--- src/rtl/hazard_forward_unit_if.sv ---
// Decode-stage hazard interface: decode (master) presents its operand/destination
// info and the hazard unit (slave) answers with forward selects, stall and WB write port.
interface hazard_forward_unit_if #(
  parameter int REG_ADDR_W = 3
);
  logic                  id_valid;
  logic [REG_ADDR_W-1:0] id_ra;
  logic [REG_ADDR_W-1:0] id_rb;
  logic                  id_use_a;
  logic                  id_use_b;
  logic                  id_reg_write;
  logic [REG_ADDR_W-1:0] id_rd;
  logic                  id_is_load;
  logic                  flush;
  logic [1:0]            ForwardA;
  logic [1:0]            ForwardB;
  logic                  stall;
  logic                  WB_signals;
  logic [REG_ADDR_W-1:0] DestinationRegister;

  modport master (
    output id_valid, id_ra, id_rb, id_use_a, id_use_b,
           id_reg_write, id_rd, id_is_load, flush,
    input  ForwardA, ForwardB, stall, WB_signals, DestinationRegister
  );

  modport slave (
    input  id_valid, id_ra, id_rb, id_use_a, id_use_b,
           id_reg_write, id_rd, id_is_load, flush,
    output ForwardA, ForwardB, stall, WB_signals, DestinationRegister
  );
endinterface

--- src/rtl/hazard_forward_unit.sv ---
// Hazard/forwarding unit shadowing the EX/MEM/WB destination tags for decode.
// HAZARD_FWD_EN defined: bypass selects plus load-use stall; undefined: stall-until-retire.
module hazard_forward_unit #(
  parameter int REG_ADDR_W  = 3,
  parameter int ZERO_REG_EN = 1
) (
  input  logic                clk,
  input  logic                reset_n,
  hazard_forward_unit_if.slave hz
);

  typedef logic [REG_ADDR_W-1:0] reg_idx_t;

  typedef struct packed {
    logic     wr;
    reg_idx_t rd;
    logic     ld;
  } slot_t;

  localparam logic ZERO_EN = (ZERO_REG_EN != 0);

  slot_t slot_ex;
  slot_t slot_mem;
  slot_t slot_wb;
  slot_t ex_next;

  logic  stall;
  logic  rd_a;
  logic  rd_b;
  logic  a_ex, a_mem, a_wb;
  logic  b_ex, b_mem, b_wb;
  logic  unused_ld;

  function automatic logic match(input slot_t s, input reg_idx_t r);
    return s.wr && (s.rd == r) && !(ZERO_EN && (r == '0));
  endfunction

  assign a_ex  = match(slot_ex,  hz.id_ra);
  assign a_mem = match(slot_mem, hz.id_ra);
  assign a_wb  = match(slot_wb,  hz.id_ra);
  assign b_ex  = match(slot_ex,  hz.id_rb);
  assign b_mem = match(slot_mem, hz.id_rb);
  assign b_wb  = match(slot_wb,  hz.id_rb);

  assign rd_a = hz.id_valid & hz.id_use_a;
  assign rd_b = hz.id_valid & hz.id_use_b;

`ifdef HAZARD_FWD_EN
  function automatic logic [1:0] fwd_sel(input logic en, input logic m_ex,
                                         input logic m_mem, input logic m_wb);
    if (!en)   return 2'd0;
    if (m_ex)  return 2'd1;
    if (m_mem) return 2'd2;
    if (m_wb)  return 2'd3;
    return 2'd0;
  endfunction

  assign hz.ForwardA = fwd_sel(rd_a, a_ex, a_mem, a_wb);
  assign hz.ForwardB = fwd_sel(rd_b, b_ex, b_mem, b_wb);

  // Only a load still in EX cannot be bypassed; one bubble moves it to MEM.
  assign stall = hz.id_valid & ~hz.flush & slot_ex.ld &
                 ((hz.id_use_a & a_ex) | (hz.id_use_b & b_ex));

  assign unused_ld = ^{slot_mem.ld, slot_wb.ld};
`else
  assign hz.ForwardA = 2'd0;
  assign hz.ForwardB = 2'd0;

  // No bypass: hold decode until every matching producer has left WB.
  assign stall = hz.id_valid & ~hz.flush &
                 ((hz.id_use_a & (a_ex | a_mem | a_wb)) |
                  (hz.id_use_b & (b_ex | b_mem | b_wb)));

  assign unused_ld = ^{slot_ex.ld, slot_mem.ld, slot_wb.ld};
`endif

  assign hz.stall               = stall;
  assign hz.WB_signals          = slot_wb.wr;
  assign hz.DestinationRegister = slot_wb.rd;

  always_comb begin
    ex_next = '0;
    if (hz.id_valid && !stall && !hz.flush) begin
      ex_next.wr = hz.id_reg_write;
      ex_next.rd = hz.id_rd;
      ex_next.ld = hz.id_is_load;
    end
  end

  // The shadow pipe never halts; stall/flush only decide what enters EX.
  always_ff @(posedge clk or negedge reset_n) begin
    if (!reset_n) begin
      slot_ex  <= '0;
      slot_mem <= '0;
      slot_wb  <= '0;
    end else begin
      slot_wb  <= slot_mem;
      slot_mem <= slot_ex;
      slot_ex  <= ex_next;
    end
  end

endmodule

--- src/flat_wrapper.sv ---
// flat-port wrapper written by rule: the top's interface ports become plain ports
module hazard_forward_unit_flat 
#(
  parameter int REG_ADDR_W  = 3,
  parameter int ZERO_REG_EN = 1
)
  (clk, reset_n, hz_id_valid, hz_id_ra, hz_id_rb, hz_id_use_a, hz_id_use_b, hz_id_reg_write, hz_id_rd, hz_id_is_load, hz_flush, hz_ForwardA, hz_ForwardB, hz_stall, hz_WB_signals, hz_DestinationRegister);
  hazard_forward_unit_if #(.REG_ADDR_W(REG_ADDR_W)) hz_i ();
  input  logic clk;
  input  logic reset_n;
  input wire logic [$bits(hz_i.id_valid)-1:0] hz_id_valid;
  input wire logic [$bits(hz_i.id_ra)-1:0] hz_id_ra;
  input wire logic [$bits(hz_i.id_rb)-1:0] hz_id_rb;
  input wire logic [$bits(hz_i.id_use_a)-1:0] hz_id_use_a;
  input wire logic [$bits(hz_i.id_use_b)-1:0] hz_id_use_b;
  input wire logic [$bits(hz_i.id_reg_write)-1:0] hz_id_reg_write;
  input wire logic [$bits(hz_i.id_rd)-1:0] hz_id_rd;
  input wire logic [$bits(hz_i.id_is_load)-1:0] hz_id_is_load;
  input wire logic [$bits(hz_i.flush)-1:0] hz_flush;
  output wire logic [$bits(hz_i.ForwardA)-1:0] hz_ForwardA;
  output wire logic [$bits(hz_i.ForwardB)-1:0] hz_ForwardB;
  output wire logic [$bits(hz_i.stall)-1:0] hz_stall;
  output wire logic [$bits(hz_i.WB_signals)-1:0] hz_WB_signals;
  output wire logic [$bits(hz_i.DestinationRegister)-1:0] hz_DestinationRegister;
  assign hz_i.id_valid = hz_id_valid;
  assign hz_i.id_ra = hz_id_ra;
  assign hz_i.id_rb = hz_id_rb;
  assign hz_i.id_use_a = hz_id_use_a;
  assign hz_i.id_use_b = hz_id_use_b;
  assign hz_i.id_reg_write = hz_id_reg_write;
  assign hz_i.id_rd = hz_id_rd;
  assign hz_i.id_is_load = hz_id_is_load;
  assign hz_i.flush = hz_flush;
  assign hz_ForwardA = hz_i.ForwardA;
  assign hz_ForwardB = hz_i.ForwardB;
  assign hz_stall = hz_i.stall;
  assign hz_WB_signals = hz_i.WB_signals;
  assign hz_DestinationRegister = hz_i.DestinationRegister;
  hazard_forward_unit #(.REG_ADDR_W(REG_ADDR_W), .ZERO_REG_EN(ZERO_REG_EN)) u_core (.clk(clk), .reset_n(reset_n), .hz(hz_i));
endmodule
--- config.mk ---
export PLATFORM = sky130hd
export DESIGN_NAME = hazard_forward_unit_flat
export DESIGN_NICKNAME = d
export VERILOG_FILES = /design/src/rtl/hazard_forward_unit_if.sv /design/src/rtl/hazard_forward_unit.sv /design/src/flat_wrapper.sv
export SDC_FILE = /design/constraint.sdc
export NUM_CORES = 1
export LEC_CHECK = 0
export CAP_MARGIN = 20
export CELL_PAD_IN_SITES_DETAIL_PLACEMENT = 1
export CELL_PAD_IN_SITES_GLOBAL_PLACEMENT = 2
export CORE_UTILIZATION = 24
export DETAILED_ROUTE_END_ITERATION = 16
export PLACE_DENSITY = 0.78
export SKIP_LAST_GASP = 1
export SYNTH_ARGS = -nofsm -noshare
export SYNTH_HDL_FRONTEND = slang
export SYNTH_SLANG_ARGS = --single-unit
--- constraint.sdc ---
create_clock -name clk -period 1.7 [get_ports clk]
set_input_delay 0.17 -clock clk [delete_from_list [all_inputs] [get_ports clk]]
set_output_delay 0.17 -clock clk [all_outputs]
set_load 0.02 [all_outputs]
Word level (Yosys, flattened, before mapping)
Cells that the tools add are included.
{"block": "op_classes", "n_reduce_logical": 20, "n_eq_ne": 6, "n_bitwise": 10, "muxes": 1}
{"cell": "3-bit equality test", "count": 6}
{"cell": "1-bit logical AND", "count": 14}
{"cell": "3-bit zero test", "count": 2}
{"cell": "5-bit two-way mux", "count": 1}
{"cell": "1-bit bitwise OR", "count": 5}
{"cell": "1-bit bitwise AND", "count": 4}
{"cell": "1-bit zero test", "count": 4}
{"cell": "1-bit inverter", "count": 1}
{"block": "totals", "ff_bits": 12, "output_inout_bits": 9, "inputBits": 17, "elab_cells": 43}

Logic depth before layout (Yosys ltp)
Gate-level depths: netlist of run 1.
{"block": "logic_depth", "depth_word": 12, "mapped_depth": 4, "mapped_depth_nobuf": 4}

Worst setup path before layout of run 1
Ideal clock, no wire load.
{"block": "synth_timing", "path_type": "reg-to-output", "startpoint": "register u_core.slot_wb (netlist bit u_core.hz.DestinationRegister[1])", "endpoint": "output hz_stall", "path_buffers": 0, "stages_incl_launch_ff": 5, "path_slack_ns": 0.253, "t_required_ns": 1.530, "arrival_time_ns": 1.277, "path_cell_list": "dfrtp_1 -> xnor2_1 -> nand4_1 -> a31oi_2 -> o21a_1"}
{"block": "synth_between", "elab_chain_len": 7, "word_cells_on_any_way": 12, "cone_classes": "eq/ne: 2; bitwise: 6; reduce/logical: 4"}
{"element": "start: declaration", "line": "hazard_forward_unit.sv:24", "rtl": "slot_t slot_wb;"}
{"element": "start signal: assignment", "line": "hazard_forward_unit.sv:98", "rtl": "slot_wb <= slot_mem;"}
{"element": "3-bit equality test", "line": "hazard_forward_unit.sv:35", "rtl": "return s.wr && (s.rd == r) && !(ZERO_EN && (r == '0));"}
{"element": "1-bit logical AND (2 in series)", "line": "hazard_forward_unit.sv:35"}
{"element": "1-bit bitwise OR (on tied branches)", "line": "hazard_forward_unit.sv:72, hazard_forward_unit.sv:73"}
{"element": "1-bit bitwise AND (on tied branches)", "line": "hazard_forward_unit.sv:72, hazard_forward_unit.sv:73"}
{"element": "1-bit bitwise OR (*)", "line": "hazard_forward_unit.sv:72", "rtl": "((hz.id_use_a & (a_ex | a_mem | a_wb)) |"}
{"element": "1-bit bitwise AND (*)", "line": "hazard_forward_unit.sv:71", "rtl": "assign stall = hz.id_valid & ~hz.flush &"}
{"element": "end: declaration", "line": "flat_wrapper.sv:22", "rtl": "output wire logic [$bits(hz_i.stall)-1:0] hz_stall;"}
Mark *: on every way between the ends. The rest lies on a longest branch, timed or not.

Final worst setup path of run 1
{"block": "layout_timing", "startpoint": "register u_core.slot_ex[3] (netlist name)", "endpoint": "output hz_stall"}
{"block": "layout_between", "elab_chain_len": 8, "word_cells_on_any_way": 14, "cone_classes": "eq/ne: 2; bitwise: 8; reduce/logical: 4"}
{"element": "start: declaration", "line": "hazard_forward_unit.sv:22", "rtl": "slot_t slot_ex;"}
{"element": "start signal: assignment", "line": "hazard_forward_unit.sv:100", "rtl": "slot_ex <= ex_next;"}
{"element": "3-bit equality test", "line": "hazard_forward_unit.sv:35"}
{"element": "1-bit logical AND (2 in series)", "line": "hazard_forward_unit.sv:35"}
{"element": "1-bit bitwise OR (on tied branches) (2 in series)", "line": "hazard_forward_unit.sv:72, hazard_forward_unit.sv:73"}
{"element": "1-bit bitwise AND (on tied branches)", "line": "hazard_forward_unit.sv:72, hazard_forward_unit.sv:73"}
{"element": "1-bit bitwise OR (*)", "line": "hazard_forward_unit.sv:72"}
{"element": "1-bit bitwise AND (*)", "line": "hazard_forward_unit.sv:71"}
Marks and branches as above.

==> reports/metrics.yaml, run 1 <==
status: "complete, no violations"
fin_nets: 100
maxCapViolCount: 0
overflow: 0
cp_max_fo: 3
drc_errors: 0
drv_slew: 0
p_leak_uw: 0.000355
antenna_found_initial: 0
cts.path.max_buffers: 2
grt_max_degree: 13
syn2layout_area_growth_pct: 43.5
syn_avg_cell_area_um2: 11.2
coreArea_um2: 2450
die_x_um: 52.8
synth.ff_latch_count: 12
slew_headroom_pct: 63.7
drt-initial-drc-count: 2
grt_pass1_wl_um: 2190
h-tree-depth: 1
ir_worst_vdd_uv: 338
drtPass1Iterations: 4
grt_pass1_vias: 506
yosys_warnings: 0
yosysTopAreaCell: "dfrtp_1"
tightest_slew_ns: 0.542
worstPathArrival_ns: 1.47
p_per_area_nw_per_um2: 669
die_h_um: 52.8
wirelength_um: 1310
post-route-period-util_pct: 96.2
netlist.area_leader.share_pct: 48.6
antenna_left: 0
cts_buffers: 3
fin_skew_ns: 0.00138
pin_count: 26
required_ns: 1.53
cts_hold_buffers: 0
wl_per_cell_um: 11.8
final_cell_mix: "17 x xnor2_1, 13 x clkdlybuf4s50_1, 12 x dfrtp_1"
dieArea_um2: 2780
gp_congestion: 0.820
initial_core_util_pct: 25.2
ys_seq_area_share_pct: 48.6
hold_viol_final: 0
io_buffers: 20
fin_setup_tns_ns: 0
cts.sinks: 12
syn_area_um2: 618
cts_root_buffer: "clkbuf_4"
fp-row-count: 18
worstSetupStartpointType: "register"
n_fill_cell: 286
period_needed_ns: 1.64
track_usage_pct: 11.4
total_power_uw: 594
cts_tree: "done"
diodes: 0
fin_util_pct: 36.1
drive_gt1_share_pct: 13.6
rsz0062_at_grt: "yes"
path_class: "reg -> out"
setup_viol_count_final: 0
worstHoldPathType: "in -> async"
cp-end-kind: "primary output"
netlist_instances: 55
via_per_inst: 4.32
fmax_mhz: 611
vias: 479
cts.clk_slew.worst_paths_ns: 0.07
cts_setup_buffers: 0
final_common_cell: "xnor2_1"
ys_top_cells_by_area: "dfrtp_1 49%, xnor2_1 26%, nand4_1 6.1%"
yosysUniqueCellTypes: 11
clk_latency_ns: 0.26
## Yosys cell counts
library cell and count:
nor3_1 4, nand4_1 6, nor2b_1 1, buf_4 4, dfrtp_1 12, o31ai_1 2
o21a_1 1, a31oi_2 2, nand2_1 4, conb_1 1, xnor2_1 18
## cell families after synthesis
logic type,count (synthesis),synth area share [%]
flops,12,48.6
xor+xnor,18,25.5
compound gates,5,7.69
buf+inv,4,4.86
other cells,1,0.607
simple gates,15,12.8
## metrics by stage
step	instances	hold WS, ns	setup slack, ns	area, um^2
finish	111	0.262	0.0646	887
global route	111	0.295	-0.0770	887
CTS	111	0.274	0.00498	880
detailed placement	108	0.400	-0.474	867
global placement	108	0.395	-0.508	867
floorplan	58	-0.126	0.253	629
## layout make-up
cell class	instances	area, um^2	share of cell area [%]
multi-input combinational	42	307	34.6
sequential	12	300	33.9
timing repair buffer	24	220	24.8
tap	30	37.5	4.23
clock buffer	3	22.5	2.54
## final timing paths
| check | start | end | cells past startpoint | slack (ns) |
|---|---|---|---|---|
| worst max-delay path | u_core.slot_ex[3] | hz_stall | 5 | 0.06 |
| worst min-delay path | reset_n | u_core.slot_ex[4] | 1 | 0.26 |
| worst max register to register | u_core.slot_mem[3] | u_core.slot_ex[4] | 5 | 0.44 |
| worst min register to register | u_core.slot_mem[4] | u_core.hz.WB_signals | 0 | 0.41 |
| max in group asynchronous | reset_n | u_core.slot_mem[3] | 1 | 1.08 |
| min in group clk | u_core.slot_mem[4] | u_core.hz.WB_signals | 0 | 0.41 |
## per-layer routing
| layer | global-route usage [%] | up-vias | routed length [um] |
|---|---|---|---|
| li1 | - | 236 | - |
| met1 | 14.1 | 218 | 608 |
| met2 | 18.1 | 25 | 574 |
| met3 | 2.90 | 0 | 129 |
| met4 | 5.26 | 0 | 0 |
| met5 | 0 | - | 0 |
## state kept, by name, indices dropped and copies added, names as in the netlist
register	count
u_core.slot_ex	4
u_core.slot_mem	4
u_core.hz.DestinationRegister	3
u_core.hz.WB_signals	1
## power breakdown
part	switching, uW	internal, uW	total [uW]
Clock	79.3	81.6	161
Combinational	56.0	66.7	123
Sequential	12.5	297	310
Total	148	446	594
## worst max-delay path, cell delays in order, from the launching register on
cell	delay, ns
dfrtp_1	0.42
xnor2_1	0.16
nand4_1	0.12
a31oi_2	0.23
o21a_1	0.15
buf_4	0.13
## timing repair
item,CTS,global route
pin swaps,4,11
resized for setup,11,1
endpoints found under the setup margin,1,1
Note: power is estimated with default switching activity, not from simulation.
==> run 2: changes to the inputs <==
- CORE_MARGIN: default -> 3
==> run 2 against run 1 <==
Clock skew fell by 0.00078 ns. Critical path type unchanged. Flip-flop and latch count did not move. Largest cell class unchanged. Clock-buffer cell count did not move. Global-route usage fell by 2.1 points. Register-to-register slack got worse by 0.10 ns.
==> reports/metrics.yaml, run 2 (same netlist as run 1, synthesis figures left out) <==
p_seq_share_pct: 51.7  # -0.5 points
drive_gt1_share_pct: 16.7  # +3.1 points
gp_congestion: 0.847  # +3.3%
cts_hold_buffers: 0  # unchanged
worstHoldPathType: "in -> async"
fin_util_pct: 39.1  # +3.0 points
cts_tree: "done"
overflow: 0  # unchanged
cp-end-kind: "primary output"
worst_hold_slack_ns: 0.267  # +0.00534 ns
grt_pass1_vias: 512  # +1.2%
drt-initial-drc-count: 8  # +6
pin_count: 26  # unchanged
path_cells: "xnor2_2 > nand4_1 > a31oi_2 > o21a_1 > buf_4"
fin_nets: 103  # +3.0%
cp_max_fo: 3  # unchanged
drc_errors: 0  # unchanged
io_buffers: 20  # unchanged
rsz0062_at_grt: "yes"
hpwlAfterDp_um: 1190
track_usage_pct: 9.29  # -2.1 points
h-tree-depth: 1  # unchanged
required_ns: 1.53  # about the same
worstSetupStartpointType: "register"
pwr-share-clk_pct: 27.3  # +0.2 points
ir_worst_vdd_uv: 448  # +33%
die_x_um: 56.8  # +7.6%
status: "complete, no violations"
hold_viol_final: 0  # unchanged
wirelength_um: 1410  # +7.2%
syn2layout_area_growth_pct: 46.8
dieArea_um2: 3220  # +16%
layoutNonFillerInstCount: 112  # +0.90%
slew_headroom_pct: 62.4  # -1.3 points
setup_viol_count_final: 0  # unchanged
fp-row-count: 17  # -1
crit_family: "flip-flops"
worstPathArrival_ns: 1.50  # +0.03 ns
clk_latency_ns: 0.26  # about the same
cts.sinks: 12  # unchanged
via_per_inst: 4.47  # +3.7%
p_sw_uw: 150  # +1.5%
drtPass1Iterations: 3  # -1
cp_slowest_cell: "dfrtp_1"
period_needed_ns: 1.67  # +0.0369 ns
die_h_um: 56.8  # +7.6%
grt_pass1_wl_um: 2310  # +5.7%
timing.critical_path.buf_inv: 1  # unchanged
final_common_cell: "xnor2_1"
dpl_cell_area_um2: 880  # +1.4%
initial_core_util_pct: 26.7  # +1.5 points
antenna_found_initial: 0  # unchanged
p_leak_uw: 0.000372  # +4.7%
fin_skew_ns: 0.000605  # -0.000777 ns
tightest_slew_ns: 0.562  # +0.0194 ns
maxCapViolCount: 0  # unchanged
p_sw_share_pct: 25.0  # +0.15 points
cp_slowest_stage_delay_ns: 0.43  # about the same
coreArea_um2: 2320  # -5.6%
grt_max_degree: 13  # unchanged
cts.clk_slew.worst_paths_ns: 0.06  # about the same
post-route-period-util_pct: 98.4  # +2.2 points
final_cell_mix: "17 x xnor2_1, 13 x clkdlybuf4s50_1, 12 x dfrtp_1"
internal-power_uw: 449  # +0.70%
fin_area_um2: 907  # +2.3%
cts_buffers: 3  # unchanged
path_class: "reg -> out"
antenna_left: 0  # unchanged
dp.cells: 108  # unchanged
drv_slew: 0  # unchanged
wl_per_cell_um: 12.6  # +6.2%
p_per_area_nw_per_um2: 660  # -1.3%
vias: 501  # +4.6%
cts_root_buffer: "clkbuf_4"
diodes: 0  # unchanged
total_power_uw: 599  # +0.89%
cts.path.max_buffers: 2  # unchanged
fmax_mhz: 598  # -2.2%
combinationalPowerShare_pct: 21.0  # +0.3 points
==> run 2: power by group through the flow <==
stage / clock, uW / sequential, uW / combinational, uW
CTS: 174 / 310 / 126
floorplan: 0 / 318 / 58.8
global placement: 0 / 315 / 128
finish: 164 / 310 / 126
detailed placement: 0 / 315 / 130
global route: 177 / 312 / 136
==> run 2: what timing repair did <==
item,in CTS,in global routing
setup buffers,1,0
endpoints found under the setup margin,1,1
resized for setup,11,1
cloned,0,0
pin swaps,4,1
==> run 2: per-stage QoR <==
stage               setup slack, ns  TNS [ns]
floorplan                     0.253         0
global placement             -0.511    -0.511
detailed placement           -0.511    -0.511
CTS                         0.00924         0
global route                -0.0631   -0.0631
finish                       0.0278         0
==> run 2: final cells by class <==
cell class                      instances  area [um^2]
Multi-Input combinational cell         42          307
Tap cell                               28         35.0
Fill cell                             264         1410
Clock buffer                            3         22.5
Sequential cell                        12          300
Timing Repair Buffer                   27          243
==> run 2: worst paths after layout <==
check                      cells past startpoint  slack (ns)               start                                to
setup / recovery                               5        0.03  u_core.slot_mem[1]                          hz_stall
hold / removal                                 1        0.27             reset_n                 u_core.slot_ex[4]
setup reg to reg                               6        0.34  u_core.slot_mem[1]                 u_core.slot_ex[4]
hold reg to reg                                0        0.41  u_core.slot_mem[4]              u_core.hz.WB_signals
max in group asynchronous                      1        1.07             reset_n  u_core.hz.DestinationRegister[2]
min in group clk                               0        0.41  u_core.slot_mem[4]              u_core.hz.WB_signals
==> run 2: layer usage <==
layer / global-route usage, % / vias to the layer above / share of wire, %
met5: 0 / - / 0
met4: 4.97 / 0 / 1.7
met3: 1.84 / 2 / 7.0
met2: 13.7 / 25 / 46
met1: 12.7 / 233 / 46
li1: - / 241 / -
==> run 3: changes to the inputs <==
- SKIP_LAST_GASP: 1 -> default
==> results of run 3 <==
No change in the layout: final DEF, timing and power equal those of run 2.
